[src/rtl/switch_mcu_exec_seq_pkg.sv]
// Shared types for the execute sequencer:
// instruction class codes, FSM states, counter helper.
package switch_mcu_exec_seq_pkg;

   typedef enum logic [2:0] {
      CLS_U   = 3'd0,
      CLS_I   = 3'd1,
      CLS_R   = 3'd2,
      CLS_BR  = 3'd3,
      CLS_LD  = 3'd4,
      CLS_ST  = 3'd5,
      CLS_SYS = 3'd6
   } cls_e;

   typedef enum logic [1:0] {
      ST_IDLE     = 2'd0,
      ST_EXEC     = 2'd1,
      ST_MEM_WAIT = 2'd2,
      ST_RETIRE   = 2'd3
   } state_e;

   localparam logic [3:0] CNT_MAX = 4'hF;

   function automatic logic [3:0] sat_inc(input logic [3:0] v);
      return (v == CNT_MAX) ? v : v + 4'd1;
   endfunction

endpackage

[src/rtl/switch_mcu_exec_seq_if.sv]
// Decode -> sequencer instruction handshake.
// Decode is the master; the sequencer is the slave.
interface switch_mcu_exec_seq_if;

   logic       in_instr_valid;
   logic       out_instr_ready;
   logic [2:0] in_instr_class;

   modport master (
      output in_instr_valid,
      output in_instr_class,
      input  out_instr_ready
   );

   modport slave (
      input  in_instr_valid,
      input  in_instr_class,
      output out_instr_ready
   );

endinterface

[src/rtl/switch_mcu_pc_unit.sv]
// Architectural PC register with override latch.
// PC advances only on the retire cycle.
module switch_mcu_pc_unit #(
   parameter logic [31:0] RESET_PC = 32'h0000_0000
) (
   input  logic        in_clk,
   input  logic        in_rst,
   input  logic        ovr_set_i,
   input  logic [31:0] ovr_pc_i,
   input  logic        advance_i,
   output logic [31:0] pc_o
);

   logic        ovr_q, ovr_d;
   logic [31:0] tgt_q, tgt_d;
   logic [31:0] pc_q, pc_d;

   // next-PC mux; a later override overwrites an earlier one
   always_comb begin
      ovr_d = ovr_q;
      tgt_d = tgt_q;
      pc_d  = pc_q;
      if (advance_i) begin
         pc_d  = ovr_q ? tgt_q : pc_q + 32'd4;
         ovr_d = 1'b0;
      end else if (ovr_set_i) begin
         ovr_d = 1'b1;
         tgt_d = ovr_pc_i & 32'hFFFF_FFFC;
      end
   end

   // PC and override latch registers
   always_ff @(posedge in_clk or negedge in_rst) begin
      if (!in_rst) begin
         ovr_q <= 1'b0;
         tgt_q <= 32'h0;
         pc_q  <= RESET_PC;
      end else begin
         ovr_q <= ovr_d;
         tgt_q <= tgt_d;
         pc_q  <= pc_d;
      end
   end

   assign pc_o = pc_q;

endmodule

[src/rtl/switch_mcu_exec_seq.sv]
// Execute sequencer: one instruction at a time,
// drives the ex-unit cycle counter and retires.
module switch_mcu_exec_seq
   import switch_mcu_exec_seq_pkg::*;
#(
   parameter logic [31:0] RESET_PC    = 32'h0000_0000,
   parameter int          ALU_CYCLES  = 3,
   parameter int          MEM_TIMEOUT = 15
) (
   input  logic                        in_clk,
   input  logic                        in_rst,
   switch_mcu_exec_seq_if.slave        dec,
   input  logic                        in_pc_override,
   input  logic [31:0]                 in_pc_write,
   input  logic                        in_mem_done,
   output logic [3:0]                  out_cycle_cnt,
   output logic [31:0]                 out_pc_reg,
   output logic                        out_ex_active,
   output logic                        out_retire,
   output logic                        out_timeout_err
);

   localparam logic [3:0] ALU_LAST = 4'(ALU_CYCLES - 1);
   localparam logic [3:0] TMO_CNT  = 4'(MEM_TIMEOUT);

   state_e     state_q, state_d;
   logic [3:0] cnt_q, cnt_d;
   logic [2:0] cls_q, cls_d;
   logic       err_q, err_d;
   logic       retire_q, retire_d;

   // next state, counter, class latch and sticky error
   always_comb begin
      state_d = state_q;
      cnt_d   = cnt_q;
      cls_d   = cls_q;
      err_d   = err_q;
      case (state_q)
         ST_IDLE: begin
            if (dec.in_instr_valid) begin
               cls_d   = dec.in_instr_class;
               cnt_d   = 4'd0;
               state_d = ST_EXEC;
            end
         end
         ST_EXEC: begin
            cnt_d = sat_inc(cnt_q);
            case (cls_q)
               CLS_U, CLS_I, CLS_R, CLS_BR: begin
                  if (cnt_q == ALU_LAST) state_d = ST_RETIRE;
               end
               CLS_LD, CLS_ST: begin
                  if (cnt_q == 4'd1) state_d = ST_MEM_WAIT;
               end
               default: state_d = ST_RETIRE;
            endcase
         end
         ST_MEM_WAIT: begin
            cnt_d = sat_inc(cnt_q);
            if (in_mem_done) begin
               state_d = ST_RETIRE;
            end else if (cnt_q == TMO_CNT) begin
               err_d   = 1'b1;
               state_d = ST_RETIRE;
            end
         end
         ST_RETIRE: begin
            cnt_d   = 4'd0;
            state_d = ST_IDLE;
         end
         default: state_d = ST_IDLE;
      endcase
      retire_d = (state_d == ST_RETIRE);
   end

   // FSM and datapath registers
   always_ff @(posedge in_clk or negedge in_rst) begin
      if (!in_rst) begin
         state_q  <= ST_IDLE;
         cnt_q    <= 4'd0;
         cls_q    <= 3'd0;
         err_q    <= 1'b0;
         retire_q <= 1'b0;
      end else begin
         state_q  <= state_d;
         cnt_q    <= cnt_d;
         cls_q    <= cls_d;
         err_q    <= err_d;
         retire_q <= retire_d;
      end
   end

   switch_mcu_pc_unit #(
      .RESET_PC (RESET_PC)
   ) u_pc (
      .in_clk    (in_clk),
      .in_rst    (in_rst),
      .ovr_set_i (in_pc_override && state_q == ST_EXEC),
      .ovr_pc_i  (in_pc_write),
      .advance_i (state_q == ST_RETIRE),
      .pc_o      (out_pc_reg)
   );

   assign dec.out_instr_ready = (state_q == ST_IDLE);
   assign out_ex_active       = (state_q == ST_EXEC) ||
                                (state_q == ST_MEM_WAIT);
   assign out_cycle_cnt       = cnt_q;
   assign out_retire          = retire_q;
   assign out_timeout_err     = err_q;

endmodule

[src/flat_wrapper.sv]
// flat-port wrapper written by rule: the top's interface ports become plain ports
module switch_mcu_exec_seq_flat import switch_mcu_exec_seq_pkg::*;
#(
   parameter logic [31:0] RESET_PC    = 32'h0000_0000,
   parameter int          ALU_CYCLES  = 3,
   parameter int          MEM_TIMEOUT = 15
)
  (in_clk, in_rst, in_pc_override, in_pc_write, in_mem_done, out_cycle_cnt, out_pc_reg, out_ex_active, out_retire, out_timeout_err, dec_in_instr_valid, dec_in_instr_class, dec_out_instr_ready);
  switch_mcu_exec_seq_if dec_i ();
  input  logic in_clk;
  input  logic in_rst;
  input  logic in_pc_override;
  input  logic [31:0] in_pc_write;
  input  logic in_mem_done;
  output logic [3:0] out_cycle_cnt;
  output logic [31:0] out_pc_reg;
  output logic out_ex_active;
  output logic out_retire;
  output logic out_timeout_err;
  input wire logic [$bits(dec_i.in_instr_valid)-1:0] dec_in_instr_valid;
  input wire logic [$bits(dec_i.in_instr_class)-1:0] dec_in_instr_class;
  output wire logic [$bits(dec_i.out_instr_ready)-1:0] dec_out_instr_ready;
  assign dec_i.in_instr_valid = dec_in_instr_valid;
  assign dec_i.in_instr_class = dec_in_instr_class;
  assign dec_out_instr_ready = dec_i.out_instr_ready;
  switch_mcu_exec_seq #(.RESET_PC(RESET_PC), .ALU_CYCLES(ALU_CYCLES), .MEM_TIMEOUT(MEM_TIMEOUT)) u_core (.in_clk(in_clk), .in_rst(in_rst), .dec(dec_i), .in_pc_override(in_pc_override), .in_pc_write(in_pc_write), .in_mem_done(in_mem_done), .out_cycle_cnt(out_cycle_cnt), .out_pc_reg(out_pc_reg), .out_ex_active(out_ex_active), .out_retire(out_retire), .out_timeout_err(out_timeout_err));
endmodule
[config.mk]
export PLATFORM = sky130hd
export DESIGN_NAME = switch_mcu_exec_seq_flat
export DESIGN_NICKNAME = d
export VERILOG_FILES = /design/src/rtl/switch_mcu_exec_seq_pkg.sv /design/src/rtl/switch_mcu_exec_seq_if.sv /design/src/rtl/switch_mcu_pc_unit.sv /design/src/rtl/switch_mcu_exec_seq.sv /design/src/flat_wrapper.sv
export SDC_FILE = /design/constraint.sdc
export NUM_CORES = 1
export LEC_CHECK = 0
export CORE_ASPECT_RATIO = 1.2
export CORE_MARGIN = 2
export CORE_UTILIZATION = 55
export CTS_CLUSTER_DIAMETER = 50
export DETAILED_ROUTE_END_ITERATION = 7
export GPL_ROUTABILITY_DRIVEN = 0
export GPL_TIMING_DRIVEN = 0
export PLACE_DENSITY = 0.85
export SYNTH_ARGS = -nofsm -noshare
export SYNTH_HDL_FRONTEND = slang
export SYNTH_SLANG_ARGS = --single-unit
[constraint.sdc]
create_clock -name in_clk -period 3.2 [get_ports in_clk]
set_clock_uncertainty 0.15 [all_clocks]
set_input_delay 0.32 -clock in_clk [delete_from_list [all_inputs] [get_ports in_clk]]
set_output_delay 0.32 -clock in_clk [all_outputs]
set_load 0.02 [all_outputs]
After elaboration in Yosys (flattened, before gate mapping)
Cells that the tools add are included.

Register bits after elaboration: 74. Input port bits: 40. Output and inout port bits: 40. Word-level logic and storage cells: 51.

Reduce and logical (&&, ||, !) cells: 12. Eq/ne operators: 14. Bitwise logic cells: 2. Add/sub/neg operators: 2. Muxes and demuxes: 13.

Operator list (number): $add A32 B3 Y32 const B (1); $mux W32 (1); $pmux W4 S3 (1); $mux W2 (5); $mux W4 (2); $pmux W2 S4 (1); $eq A2 B2 Y1 const B (3); $eq A3 B2 Y1 const B (2); $eq A3 B3 Y1 const B (2); $reduce_and A2 Y1 (3); $add A4 B1 Y4 const B (1); $eq A4 B1 Y1 const B (1); $eq A4 B2 Y1 const B (1); $eq A4 B4 Y1 const B (1); $ne A2 B2 Y1 const B (2); $pmux W2 S2 (1); $reduce_or A2 Y1 (2); $reduce_or A4 Y1 (1); $eq A3 B1 Y1 const B (1); $logic_not A3 Y1 (1); $reduce_and A3 Y1 (1); $eq A2 B1 Y1 const B (1); $logic_not A2 Y1 (1); $mux W1 (2); other kinds (4) (5).

Logic depth before layout (Yosys ltp)
Gate-level depths: netlist of the first run.

Word-level depth: 5. Gate-level depth with buffers: 7.

By module
Synthesis of the first run repeated with hierarchy kept, for this count alone.

Cell total of the unflattened synthesis: 373. Area total of the unflattened synthesis: 3793.6 µm².

Modules (own cells, without submodules): switch_mcu_pc_unit (cells an instance 316, times used 1, sequential area each 1526.5 µm², area an instance 3176.8 µm²); switch_mcu_exec_seq (cells an instance 57, times used 1, sequential area each 250.2 µm², area an instance 616.8 µm²).

Worst setup path before layout of the first run
OpenSTA, ideal clock, no wires.

Path kind: reg-to-reg. Start point: reg u_core.u_pc.pc_q[6], in the netlist u_core.u_pc.pc_o[6]. End point: reg u_core.u_pc.pc_q[26], in the netlist u_core.u_pc.pc_o[26]. Period minus slack after synthesis: 2.210 ns. Cell stages (with the launch flop): 7. Setup time: 0.069 ns. Required time: 2.981 ns. Data arrival time: 1.991 ns. Setup slack: 0.990 ns. Cell sequence: dfrtp_1 > buf_4 > nand4_4 > or4_1 > buf_2 > or4_1 > nand3_1.

Word-level cells in the longest chain between the ends: 2.

RTL lines: start, declared (RTL line switch_mcu_pc_unit.sv:16) `logic [31:0] pc_q, pc_d;`; start signal, assigned (RTL line switch_mcu_pc_unit.sv:41) `pc_q <= pc_d;`; $add A32 B3 Y32 (RTL line switch_mcu_pc_unit.sv:24) `pc_d = ovr_q ? tgt_q : pc_q + 32'd4;`; $mux W32 (RTL line switch_mcu_pc_unit.sv:24).

No other way between the ends. A chain may end at the register's enable or synchronous reset.

Worst setup path in the final report of the first run
Start point: reg u_core.u_pc.pc_q[2], in the netlist u_core.u_pc.pc_o[2]. End point: reg u_core.u_pc.pc_q[21], in the netlist u_core.u_pc.pc_o[21].

The elaborated chain is that of the path after synthesis.

==> flow_summary.yaml, run 1 <==
sta:
  grt_setup_unrepaired: "false"
  setup_viol: 0
  final.period_utilization_pct: 81.8
  hold_viol: 0
  max_freq_mhz: 382
  hold_slack_ns: 0.331
  slew_viol_final: 0
  slew-limit-headroom_pct: 18.3
  fin_tns_setup_ns: 0
  worstMarginPinSlew_ns: 1.21
  fin_crit_ns: 2.62
  setup_slack_ns: 0.584
worst_setup_path:
  crit_family: "simple AND/OR/NAND/NOR gates"
  rr_startpoint: "u_core.u_pc.pc_o[2]"
  path_cells: "nand4_1 > nor4_1 > a311oi_1 > nor3_1"
  crit_arrival_ns: 2.73
  critPathLaunch: "u_core.u_pc.pc_o[2]"
  path_max_fanout: 8
  required_ns: 3.31
  crit_buf_inv: 0
  worstSetupPathType: "flop to flop"
  critPathSlowestCell: "nor4_1"
  critical-path-max-stage-delay_ns: 1.07
  start_kind: "flop"
  cp-end-kind: "flop"
hold_path:
  hp-class: "flop to flop"
  hp-start: "u_core.out_timeout_err"
cells_and_area:
  final_area_mm2: 0.00488
  area_delta_synth_final_pct: 27.4
  n_antenna_cell: 0
  nFillCells: 515
  finalNonFillerCells: 556
  nets: 512
  drive_gt1_share_pct: 13.0
  utilization_pct: 72.1
logic_synthesis:
  synthCells: 377
  syn_area_per_cell_um2: 10.2
  ys_warn_count: 0
  ys_top_cells_by_area: "dfrtp_1 (46%), mux2_2 (9.4%), ha_1 (2.6%)"
  syn_area_mm2: 0.00383
  synth.largest_area_cell: "dfrtp_1"
  yosysTopAreaCellShare_pct: 46.4
  synth_edf_count: 0
  synth_ff_type: "dfrtp_1"
  yosysMostFrequentCell: "dfrtp_1"
  async_reset_ff_share_pct: 100
  ys_seq_area_share_pct: 46.4
  synth_common_cells: "dfrtp_1 (71), mux2_2 (32), nand2_1 (21)"
  synth.distinct_cells: 58
  ys_ff_latch: 71
floorplanning:
  die_area_mm2: 0.00765
  rows: 33
  dieWidth_um: 80.2
  io_pins: 80
  die_height_um: 95.4
  core_area_mm2: 0.00677
  initial_utilization_pct: 56.6
clock_tree:
  cts_buffers: 9
  post_cts_buffers: 0
  cts_sinks: 71
  htree_num_levels: 3
  path_clk_slew_ns: 0.07
  tritoncts: "yes"
  ctsLongestPathBuffers: 2
  clock_latency_ns: 0.35
  root_buffer: "clkbuf_8"
  cts_resized: 0
grt:
  grt_max_degree: 72
  grt_pass1_wl_um: 17400
  track_usage_pct: 29.4
  overflow: 0
  grt_antenna_before_repair: 0
  first_global_vias: 3823
placed_design:
  placed_cells: 539
  dpl.hpwl_um: 7290
  io_buffer_count: 74
  placedInstanceArea_mm2: 0.00468
  place_ws_ns: 0.714
status:
  status: "finished, final reports clean"
route:
  drt-initial-drc-count: 487
  firstDrtPassIters: 7
  postRouteAntennaNets: 0
  vias: 3712
  wire_per_inst_um: 19.1
  routed_wl_um: 10600
  viasPerCell: 6.68
  drcViolationCount: 0
pwr:
  peakVddDrop_v: 0.000649
  leakagePower_nw: 1.97
  powerDensity_mw_per_mm2: 1000
  finalPower_mw: 4.90
job:
  maxCapViolations: 0
==> kinds of logic (layout without fill, tap and decap cells) <==
| family | after synthesis | after routing | share of synthesized area [%] |
|---|---|---|---|
| other | 1 | 2 | 0.0979 |
| buffers and inverters | 35 | 126 | 4.41 |
| flip-flops | 71 | 71 | 46.4 |
| adder cells (fa/ha/maj) | 8 | 8 | 2.61 |
| AO/OA/AOI/OAI | 94 | 94 | 17.3 |
| AND/OR/NAND/NOR | 134 | 134 | 19.2 |
| multiplexers | 34 | 34 | 9.93 |
==> flip-flops by register name (all words and copies together) (netlist names) <==
| signal | cells |
|---|---|
| u_core.state_q | 2 |
| u_core.out_retire | 1 |
| u_core.out_timeout_err | 1 |
| u_core.u_pc.pc_o | 30 |
| u_core.cls_q | 2 |
| u_core.u_pc.ovr_q | 1 |
| u_core.out_cycle_cnt | 4 |
| u_core.u_pc.tgt_q | 30 |
==> layer usage <==
metal / GRT usage, % / routed length [µm]
met1: 34.7 / 3950
met5: 0 / 0
met4: 16.9 / 456
met2: 49.0 / 5230
met3: 6.91 / 970
==> cell usage in the layout, fill, tap and decap left out, types with 3 or more instances in the layout <==
master / count
a211o_1: 3
and2_1: 4
o41ai_1: 3
nand3_1: 19
nand2_1: 21
o22ai_1: 6
nor4_1: 11
a311oi_1: 8
or4_1: 3
a211oi_1: 3
ha_1: 8
clkinv_2: 3
dfrtp_1: 71
nand2b_1: 3
nand4_1: 16
o31ai_1: 5
a21oi_1: 19
nor2b_1: 5
clkbuf_1: 14
mux2_2: 32
buf_4: 4
and3_1: 9
o211a_1: 3
clkdlybuf4s50_1: 73
a22oi_1: 6
buf_1: 3
a22o_1: 3
nor2_1: 19
inv_1: 13
o21ai_0: 16
nor3_1: 13
clkbuf_8: 11
==> layout make-up <==
| class | count | area [µm²] | area share [%] |
|---|---|---|---|
| multi-input cells | 272 | 1890 | 38.7 |
| flip-flops and latches | 71 | 1780 | 36.4 |
| repair buffers | 75 | 748 | 15.3 |
| clock buffers | 12 | 145 | 2.97 |
| plain buffers | 22 | 120 | 2.46 |
| well taps | 87 | 109 | 2.23 |
| inverters | 13 | 48.8 | 1.00 |
| clock inverters | 4 | 45.0 | 0.923 |
==> timing repair <==
item | in CTS | in global routing
setup endpoints to repair | 0 | 0
hold buffers | 1 | 0
hold endpoints to repair | 59 | 0
==> power breakdown <==
part / internal, mW / total [mW] / switching [mW]
Sequential: 1.32 / 1.81 / 0.486
Clock: 0.378 / 0.715 / 0.336
Combinational: 1.12 / 2.38 / 1.25
==> final timing paths <==
kind,depth (start not counted),end,slack [ns]
min in group asynchronous,2,u_core.u_pc.tgt_q[10],0.48
worst max register to register,4,u_core.u_pc.pc_o[21],0.58
worst min-delay path,1,u_core.out_timeout_err,0.33
worst min register to register,1,u_core.out_timeout_err,0.33
worst max-delay path,4,u_core.u_pc.pc_o[21],0.58
max in group asynchronous,2,u_core.u_pc.tgt_q[18],1.85
Note: power is estimated with default switching activity, not from simulation.
==> inputs of run 2 (changes only) <==
--- a/config.mk
+++ b/config.mk
@@ -7,12 +7,12 @@
 export LEC_CHECK = 0
 export CORE_ASPECT_RATIO = 1.2
 export CORE_MARGIN = 2
-export CORE_UTILIZATION = 55
+export CORE_UTILIZATION = 51
 export CTS_CLUSTER_DIAMETER = 50
 export DETAILED_ROUTE_END_ITERATION = 7
 export GPL_ROUTABILITY_DRIVEN = 0
 export GPL_TIMING_DRIVEN = 0
-export PLACE_DENSITY = 0.85
+export PLACE_DENSITY = 0.8
 export SYNTH_ARGS = -nofsm -noshare
 export SYNTH_HDL_FRONTEND = slang
 export SYNTH_SLANG_ARGS = --single-unit
==> constraint.sdc (replaced) <==
create_clock -name in_clk -period 2.51 [get_ports in_clk]
set_clock_uncertainty 0.15 [all_clocks]
set_input_delay 0.251 -clock in_clk [delete_from_list [all_inputs] [get_ports in_clk]]
set_output_delay 0.251 -clock in_clk [all_outputs]
set_load 0.02 [all_outputs]
==> flow_summary.yaml, run 2 (synthesis gave the netlist of run 1 again) <==
route:
  drcViolationCount: 0
  vias: 3582
  postRouteAntennaNets: 0
  wire_per_inst_um: 18.6
  firstDrtPassIters: 6
  routed_wl_um: 10400
  viasPerCell: 6.42
  drt-initial-drc-count: 462
clock_tree:
  path_clk_slew_ns: 0.08
  cts_sinks: 71
  ctsLongestPathBuffers: 2
  cts_buffers: 9
  tritoncts: "yes"
  htree_num_levels: 3
  post_cts_buffers: 0
  root_buffer: "clkbuf_8"
  clock_latency_ns: 0.35
worst_setup_path:
  start_kind: "flop"
  r2r_end: "u_core.u_pc.tgt_q[11]"
  rr_startpoint: "u_core.state_q[0]"
  cp-end-kind: "primary output"
  path_cells: "inv_1 > ha_1 > clkdlybuf4s50_1"
  crit_buf_inv: 2
  path_max_fanout: 7
  worstSetupPathType: "flop to primary output"
  crit_family: "buffers and inverters"
  critPathSlowestCell: "clkdlybuf4s50_1"
  cp.depth: 3
  critPathLaunch: "u_core.state_q[0]"
  required_ns: 2.11
  ff2ff_setup_slack_ns: 0.16
  worstRegToRegCells: 5
  critical-path-max-stage-delay_ns: 0.63
  crit_arrival_ns: 1.98
placed_design:
  dpl.hpwl_um: 7310
  placedInstanceArea_mm2: 0.00468
  io_buffer_count: 74
  placed_cells: 542
sta:
  grt_setup_unrepaired: "false"
  fin_tns_setup_ns: 0
  hold_viol: 0
  max_freq_mhz: 419
  fin_crit_ns: 2.39
  final.period_utilization_pct: 95.1
  worstMarginPinSlew_ns: 0.876
  slew_viol_final: 0
  setup_viol: 0
  slew-limit-headroom_pct: 41.6
cells_and_area:
  n_antenna_cell: 0
  finalNonFillerCells: 558
  final_common_cell: "clkdlybuf4s50_1"
  utilization_pct: 68.2
  drive_gt1_share_pct: 14.3
  area_delta_synth_final_pct: 29.5
  mostFrequentLayoutCells: "clkdlybuf4s50_1 (73), dfrtp_1 (71), mux2_2 (32)"
  final_area_mm2: 0.00496
  nets: 511
pwr:
  finalPower_mw: 6.45
  swShare_pct: 41.4
  seq_power_share_pct: 35.7
  combinationalPowerShare_pct: 46.9
  leakagePower_nw: 1.99
  peakVddDrop_v: 0.000890
  cellInternalPower_mw: 3.78
  powerDensity_mw_per_mm2: 1300
  power_frac_clock_pct: 17.3
  p_switching_mw: 2.67
grt:
  grt_max_degree: 72
  overflow: 0
  grt_pass1_wl_um: 17200
  grt_antenna_before_repair: 0
  first_global_vias: 3527
  track_usage_pct: 26.2
job:
  maxCapViolations: 0
hold_path:
  hold_depth: 1
  hp-class: "flop to flop"
  holdPathEnd: "u_core.out_timeout_err"
  hp-start: "u_core.out_timeout_err"
floorplanning:
  initial_utilization_pct: 52.6
  die_area_mm2: 0.00822
  die_height_um: 98.9
  io_pins: 80
  core_area_mm2: 0.00727
  rows: 34
  dieWidth_um: 83.1
status:
  status: "finished, final reports clean"
run 2: cell count changes in the layout (fill, tap and decap cells not counted), moves of 2 or more:
cell       previous run  this run
nor4_2                0         3
bufinv_16             1         3
clkbuf_1             14        11
clkinv_2              3         1
nor4_1               11         8
run 2: worst max path at each step:
stage                             to  slack [ns]
4_1_cts         u_core.u_pc.pc_o[23]        0.09
5_1_grt        u_core.u_pc.tgt_q[11]        0.02
3_3_place_gp   u_core.u_pc.tgt_q[24]       -1.36
2_1_floorplan   u_core.u_pc.pc_o[26]        0.30
3_5_place_dp    u_core.u_pc.pc_o[23]        0.09
6_report               out_ex_active        0.12
run 2: area by class of cell:
cell class                 count  area [µm²]
fill                         562        2320
multi-input combinational    272        1910
sequential                    71        1780
timing repair buffer          75         748
clock buffer                   9         124
clock inverter                 7         120
buffer                        21         116
tap                           90         113
inverter                      13        48.8
run 2: power by group through the flow:
stage / logic, mW / registers (mW) / clock network, mW
2_1_floorplan: 1.68 / 2.42 / 0
3_3_place_gp: 2.90 / 2.27 / 0
3_5_place_dp: 2.99 / 2.31 / 0
4_1_cts: 3.01 / 2.29 / 1.13
5_1_grt: 3.27 / 2.38 / 1.18
6_report: 3.03 / 2.30 / 1.12
run 2: metal layers:
metal | GRT usage, % | wire (µm) | up-vias
li1 | - | - | 1616
met4 | 13.4 | 352 | 0
met2 | 44.4 | 5200 | 200
met5 | 0 | 0 | -
met3 | 5.28 | 764 | 37
met1 | 31.7 | 4080 | 1729
run 2: metrics by stage:
step           worst slack (ns)  hold slack [ns]
2_1_floorplan             0.300           -0.195
3_3_place_gp              -1.36            0.305
3_5_place_dp             0.0886            0.281
4_1_cts                  0.0891            0.332
5_1_grt                  0.0226            0.341
6_report                  0.124            0.327
run 2: timing repair:
action | CTS | global route
resized for setup | 0 | 4
setup endpoints to repair | 0 | 14
hold buffers | 1 | 0
hold endpoints to repair | 71 | 0
